**src/rtl/commit_trace_buffer.sv**
```systemverilog
// Commit-trace capture buffer for the RV32I core.
// Records retired instructions (PC, instruction word, write-back) into a circular buffer
// that is drained through a first-word-fall-through valid/ready stream. Supports a PC-match
// trigger, stop-or-wrap capture modes and a saturating drop counter.
// Optional feature: define TRACE_TIMESTAMP_EN to add a per-entry cycle timestamp (o_trace_ts).
module commit_trace_buffer #(
  parameter int unsigned XLEN   = 32,
  parameter int unsigned DEPTH  = 16,
  parameter int unsigned DROP_W = 8,
  parameter int unsigned TS_W   = 16
) (
  input  logic                       i_clk,
  input  logic                       i_reset,
  input  logic                       i_capture_en,
  input  logic                       i_wrap_mode,
  input  logic                       i_trig_en,
  input  logic [XLEN-1:0]            i_trig_pc,
  input  logic                       i_insn_vld,
  input  logic [XLEN-1:0]            i_pc,
  input  logic [31:0]                i_inst,
  input  logic                       i_rd_wren,
  input  logic [4:0]                 i_rd_addr,
  input  logic [XLEN-1:0]            i_rd_data,
  output logic                       o_trace_vld,
  input  logic                       i_trace_rdy,
  output logic [XLEN-1:0]            o_trace_pc,
  output logic [31:0]                o_trace_inst,
  output logic [4:0]                 o_trace_rd,
  output logic [XLEN-1:0]            o_trace_rd_data,
`ifdef TRACE_TIMESTAMP_EN
  output logic [TS_W-1:0]            o_trace_ts,
`endif
  output logic [$clog2(DEPTH):0]     o_count,
  output logic                       o_full,
  output logic                       o_empty,
  output logic [DROP_W-1:0]          o_drop_cnt,
  output logic [1:0]                 o_state
);

  localparam int unsigned AW = $clog2(DEPTH);
  localparam int unsigned CW = AW + 1;
  localparam logic [CW-1:0] FullCnt = CW'(DEPTH);

  typedef enum logic [1:0] {
    StIdle    = 2'b00,
    StArmed   = 2'b01,
    StCapture = 2'b10,
    StStopped = 2'b11
  } state_e;

  state_e              state_q, state_d;
  logic [AW-1:0]       wr_ptr_q, rd_ptr_q;
  logic [CW-1:0]       count_q;
  logic [DROP_W-1:0]   drop_q;

  logic [XLEN-1:0]     pc_mem   [DEPTH];
  logic [31:0]         inst_mem [DEPTH];
  logic [4:0]          rd_mem   [DEPTH];
  logic [XLEN-1:0]     data_mem [DEPTH];

  logic empty, full, pop, push_req, do_write, overwrite, drop_evt;
  logic [4:0]      rd_sel;
  logic [XLEN-1:0] rd_data_sel;

  assign empty = (count_q == '0);
  assign full  = (count_q == FullCnt);
  assign pop   = ~empty & i_trace_rdy;

  // The ARMED match cycle pushes the matching instruction itself.
  assign push_req = i_capture_en & i_insn_vld &
                    ((state_q == StCapture) | ((state_q == StArmed) & (i_pc == i_trig_pc)));
  // A full buffer accepts a push only if the head leaves this cycle or oldest is overwritten.
  assign do_write  = push_req & (~full | pop | i_wrap_mode);
  assign overwrite = push_req & full & ~pop & i_wrap_mode;
  assign drop_evt  = (i_capture_en & i_insn_vld & (state_q == StStopped)) |
                     (push_req & full & ~pop);

  assign rd_sel      = (i_rd_wren && (i_rd_addr != 5'd0)) ? i_rd_addr : 5'd0;
  assign rd_data_sel = (rd_sel != 5'd0) ? i_rd_data : '0;

  // Next-state logic; dropping capture enable overrides every other transition.
  always_comb begin
    state_d = state_q;
    unique case (state_q)
      StIdle:    if (i_capture_en) state_d = i_trig_en ? StArmed : StCapture;
      StArmed:   if (i_insn_vld && (i_pc == i_trig_pc)) state_d = StCapture;
      StCapture: if (push_req && !pop && !i_wrap_mode && (count_q == FullCnt - CW'(1)))
                   state_d = StStopped;
      StStopped: if (!full) state_d = StCapture;
      default:   state_d = StIdle;
    endcase
    if (!i_capture_en) state_d = StIdle;
  end

  // State, pointers, occupancy and saturating drop counter.
  always_ff @(posedge i_clk or negedge i_reset) begin
    if (!i_reset) begin
      state_q  <= StIdle;
      wr_ptr_q <= '0;
      rd_ptr_q <= '0;
      count_q  <= '0;
      drop_q   <= '0;
    end else begin
      state_q <= state_d;
      if (do_write) wr_ptr_q <= wr_ptr_q + AW'(1);
      if (pop || overwrite) rd_ptr_q <= rd_ptr_q + AW'(1);
      if (do_write && !pop && !full) count_q <= count_q + CW'(1);
      else if (pop && !do_write)     count_q <= count_q - CW'(1);
      if (drop_evt && (drop_q != '1)) drop_q <= drop_q + DROP_W'(1);
    end
  end

  // Entry storage; contents need no reset since occupancy gates visibility.
  always_ff @(posedge i_clk) begin
    if (do_write) begin
      pc_mem[wr_ptr_q]   <= i_pc;
      inst_mem[wr_ptr_q] <= i_inst;
      rd_mem[wr_ptr_q]   <= rd_sel;
      data_mem[wr_ptr_q] <= rd_data_sel;
    end
  end

`ifdef TRACE_TIMESTAMP_EN
  logic [TS_W-1:0] ts_q;
  logic [TS_W-1:0] ts_mem [DEPTH];

  // Free-running cycle counter.
  always_ff @(posedge i_clk or negedge i_reset) begin
    if (!i_reset) ts_q <= '0;
    else          ts_q <= ts_q + TS_W'(1);
  end

  // Timestamp captured alongside each entry.
  always_ff @(posedge i_clk) begin
    if (do_write) ts_mem[wr_ptr_q] <= ts_q;
  end

  assign o_trace_ts = empty ? '0 : ts_mem[rd_ptr_q];
`else
  logic unused_ts_w;
  assign unused_ts_w = ^TS_W;
`endif

  // Head outputs read as zero whenever the buffer is empty.
  always_comb begin
    o_trace_vld     = ~empty;
    o_trace_pc      = empty ? '0 : pc_mem[rd_ptr_q];
    o_trace_inst    = empty ? '0 : inst_mem[rd_ptr_q];
    o_trace_rd      = empty ? '0 : rd_mem[rd_ptr_q];
    o_trace_rd_data = empty ? '0 : data_mem[rd_ptr_q];
    o_count         = count_q;
    o_full          = full;
    o_empty         = empty;
    o_drop_cnt      = drop_q;
    o_state         = state_q;
  end

endmodule

```
**config.mk**
```make
export PLATFORM = sky130hd
export DESIGN_NAME = commit_trace_buffer
export DESIGN_NICKNAME = d
export VERILOG_FILES = /design/src/rtl/commit_trace_buffer.sv
export SDC_FILE = /design/constraint.sdc
export NUM_CORES = 2
export LEC_CHECK = 0
export ABC_AREA = 1
export BUFFER_PORTS_ARGS = -buffer_cell sky130_fd_sc_hd__buf_4
export CAP_MARGIN = 25
export CORE_ASPECT_RATIO = 1.5
export CORE_UTILIZATION = 35
export DETAILED_ROUTE_END_ITERATION = 16
export HOLD_SLACK_MARGIN = 0.08
export MAX_ROUTING_LAYER = met4
export REMOVE_ABC_BUFFERS = 1
export SYNTH_ARGS = -nofsm -noshare
export SYNTH_HDL_FRONTEND = slang
export SYNTH_SLANG_ARGS = --single-unit
```
**constraint.sdc**
```tcl
create_clock -name i_clk -period 7.1 [get_ports i_clk]
set_clock_uncertainty 0.15 [all_clocks]
set_input_delay 0.71 -clock i_clk [delete_from_list [all_inputs] [get_ports i_clk]]
set_output_delay 0.71 -clock i_clk [all_outputs]
set_load 0.005 [all_outputs]
```
==> metrics <==
post-layout min period around 5.5 ns; Pwr per Cell Area 372 mW/mm^2; fillcell total approximately 17000; Least-Margin Pin Slew between 1 and 1.5 ns; # rows between 150 and 200; via/cell ratio between 5 and 6; gate count after technology mapping 4673; Setup Fix Bufs, Post-CTS 0; CP cell instances buf_4 > buf_4 > o21ai_0 > o221ai_1 > o211ai_1 > a21oi_1 > buf_4; Die ar. ~0.19 sq mm; critical path depth 7; crit path buf inv count 3; Horiz. Die Dim ~350 um; io pins 260; slew margin rel. between 10% and 20%; share of post-route cells with drive strength above 1 11.8%; DRC errors left 0; Routed WL around 180 mm; IO Port Bufs 259; pin count of the biggest net entering global routing approximately 270; top cells by area, synth edfxtp_1 (75%), o21ai_0 (6.2%), nor2_1 (5.1%), o221ai_1 (3.9%), clkbuf_1 (1.5%); DR iter-0 viols 3760; Post-CTS Hold Buffers 63; Post-CTS Resized 0; crit path max fanout 84; Critical Path Start Type flop; Slew Viols, Final 0; FF+latch count, synth 1639; Layout Utilization 41.0%; Hold Slack ~0.13 ns; Register Area 0.0491 sq mm; H-tree levels 4; gr usage total around 19%; Worst path most repeated cell buf_4; Post-DRT Antenna Nets 0; Distinct cells, synth 39; CTS buffer count about 150; max-capacitance violation count 0; Most used DFF post-synth edfxtp_1; placed wire-length estimate between 80 and 90 mm; path type of the worst setup path reg2out; Cell Area, Synth ~0.064 sq mm; critical path's slowest cell dfrtp_4; Vias slightly above 40000; Yosys top cell by area edfxtp_1; leak pwr about 0.024 uW; Initial Utilization a little over a third; Root Driver clkbuf_16; Area Overhead vs Synth 16.1%; nets 5032; CTS tree yes; chip height about 530 um; first-pass GRT wire length between 200 and 300 mm; register area share after synthesis approximately 76%; Hold Path Class in2reg; fin area 0.0749 sq mm; RSZ-0062 raised after global routing no; Placed Area around 0.069 sq mm; Synthesis Warnings 0; Final Wtd Congestion 0.754; final hold vios 0; Max clock buf depth 3; Pre-antenna DRT Iters 5; Core ar. approximately 0.18 sq mm; Worst setup EP type primary output; antenna violations before repair 2; Top delay family on crit path buffers and inverters; max incr delay on CP 0.92 ns; largest vdd supply drop between 0.0004 and 0.0005 V; final setup fails 0; synth cell count leaders edfxtp_1 (1616), nor2_1 (874), o21ai_0 (795), o221ai_1 (290), clkbuf_1 (265); Achievable Freq 183 MHz; final worst-path cycle share slightly below 80%; Clock Latency Late Sink between 0.8 and 0.9 ns; asr flop ratio synth ~1.4%; multi-input logic area around 0.014 sq mm; Hold Crit Depth 1; Reg2Reg Depth 15; CTS clk-pin slew, worst paths ~0.06 ns; vias in the first global route 41000; WL/cell 24.0 um; most frequent cell after synthesis edfxtp_1; total gr overflow 0; status complete, no violations; top cell type's share of synthesized area roughly three quarters; Worst EP arrival 4.62 ns; CTS sink cnt around 1600; EDFF count, synth approximately 1600; synthesized area per cell 13.8 sq um; CP required between 6 and 7 ns
-- area by class of cell --
type                            instances  area share [%]
Tap cell                             2425            4.05
Clock buffer                          191            5.39
Antenna cell                            2         0.00668
Inverter                               90           0.496
Timing Repair Buffer                  402            4.75
Sequential cell                      1639            65.6
Clock inverter                         84            1.36
Multi-Input combinational cell       2595            18.3
-- report_power, final --
part	switching (uW)	internal, uW
Combinational	5700	2760
Clock	3610	4750
Sequential	249	10800
Total	9560	18300
-- state kept, by name, summed over array words and instances (netlist names) --
register    count
data_mem      512
o_count         5
o_state         2
rd_mem         80
inst_mem      512
pc_mem        512
rd_ptr_q        4
o_drop_cnt      8
wr_ptr_q        4
-- layout by cell type, fill, tap and decap left out, types with 102 or more instances in the layout --
master / count
edfxtp_1: 1616
nor2_1: 858
o21ai_0: 795
buf_4: 307
o221ai_1: 290
clkbuf_16: 156
o22ai_1: 115
o211ai_1: 115
nand3_1: 106
nand2_1: 106
a21oi_1: 102
-- cell families after synthesis --
logic type                 count (synthesis)  synth area share (%)
AOI/OAI and AO/OA                       1441                  13.6
adders and majority gates                 11                 0.225
xor gates and xnor gates                  35                 0.475
buffers and inverters                    439                  2.75
and+or+nand+nor                         1108                  6.80
DFF                                     1639                  76.2
-- per-stage QoR --
step	worst slack, ns	total power, uW	TNS [ns]	std cells
3_3_place_gp	2.30	19600	0	7077
2_1_floorplan	-17.59	15700	-1804.14	4324
5_1_grt	1.39	29200	0	7428
4_1_cts	1.58	28100	0	7418
3_5_place_dp	2.42	19800	0	7080
6_report	1.62	27900	0	7428
-- worst reg2reg max path: cells and delay by family (launching register included) --
| family | cells | cell delay (ns) |
|---|---|---|
| buf+inv | 4 | 0.94 |
| flops | 1 | 0.43 |
| fa+ha+maj | 1 | 0.42 |
| compound gates | 2 | 0.40 |
| simple gates | 8 | 1.14 |
-- metal layers --
metal | track usage (%) | wire (um) | vias to the layer above | share of wire (%)
li1 | - | - | 18200 | -
met4 | 6.28 | 4950 | 0 | 2.8
met2 | 31.7 | 87600 | 1458 | 49
met5 | - | 0 | - | 0
met1 | 25.1 | 76300 | 21000 | 43
met3 | 2.26 | 9740 | 276 | 5.5
-- final timing paths --
check | from | slack, ns | to
min | i_pc[12] | 0.13 | pc_mem[3][12]
max reg2reg | o_count[1] | 3.51 | o_count[4]
max | rd_ptr_q[0] | 1.62 | o_trace_rd[1]
min in group asynchronous | i_reset | 0.20 | o_drop_cnt[2]
min reg2reg | o_drop_cnt[1] | 0.39 | o_drop_cnt[1]
max in group asynchronous | i_reset | 6.29 | rd_ptr_q[3]
Note: power is estimated with default switching activity, not from simulation.
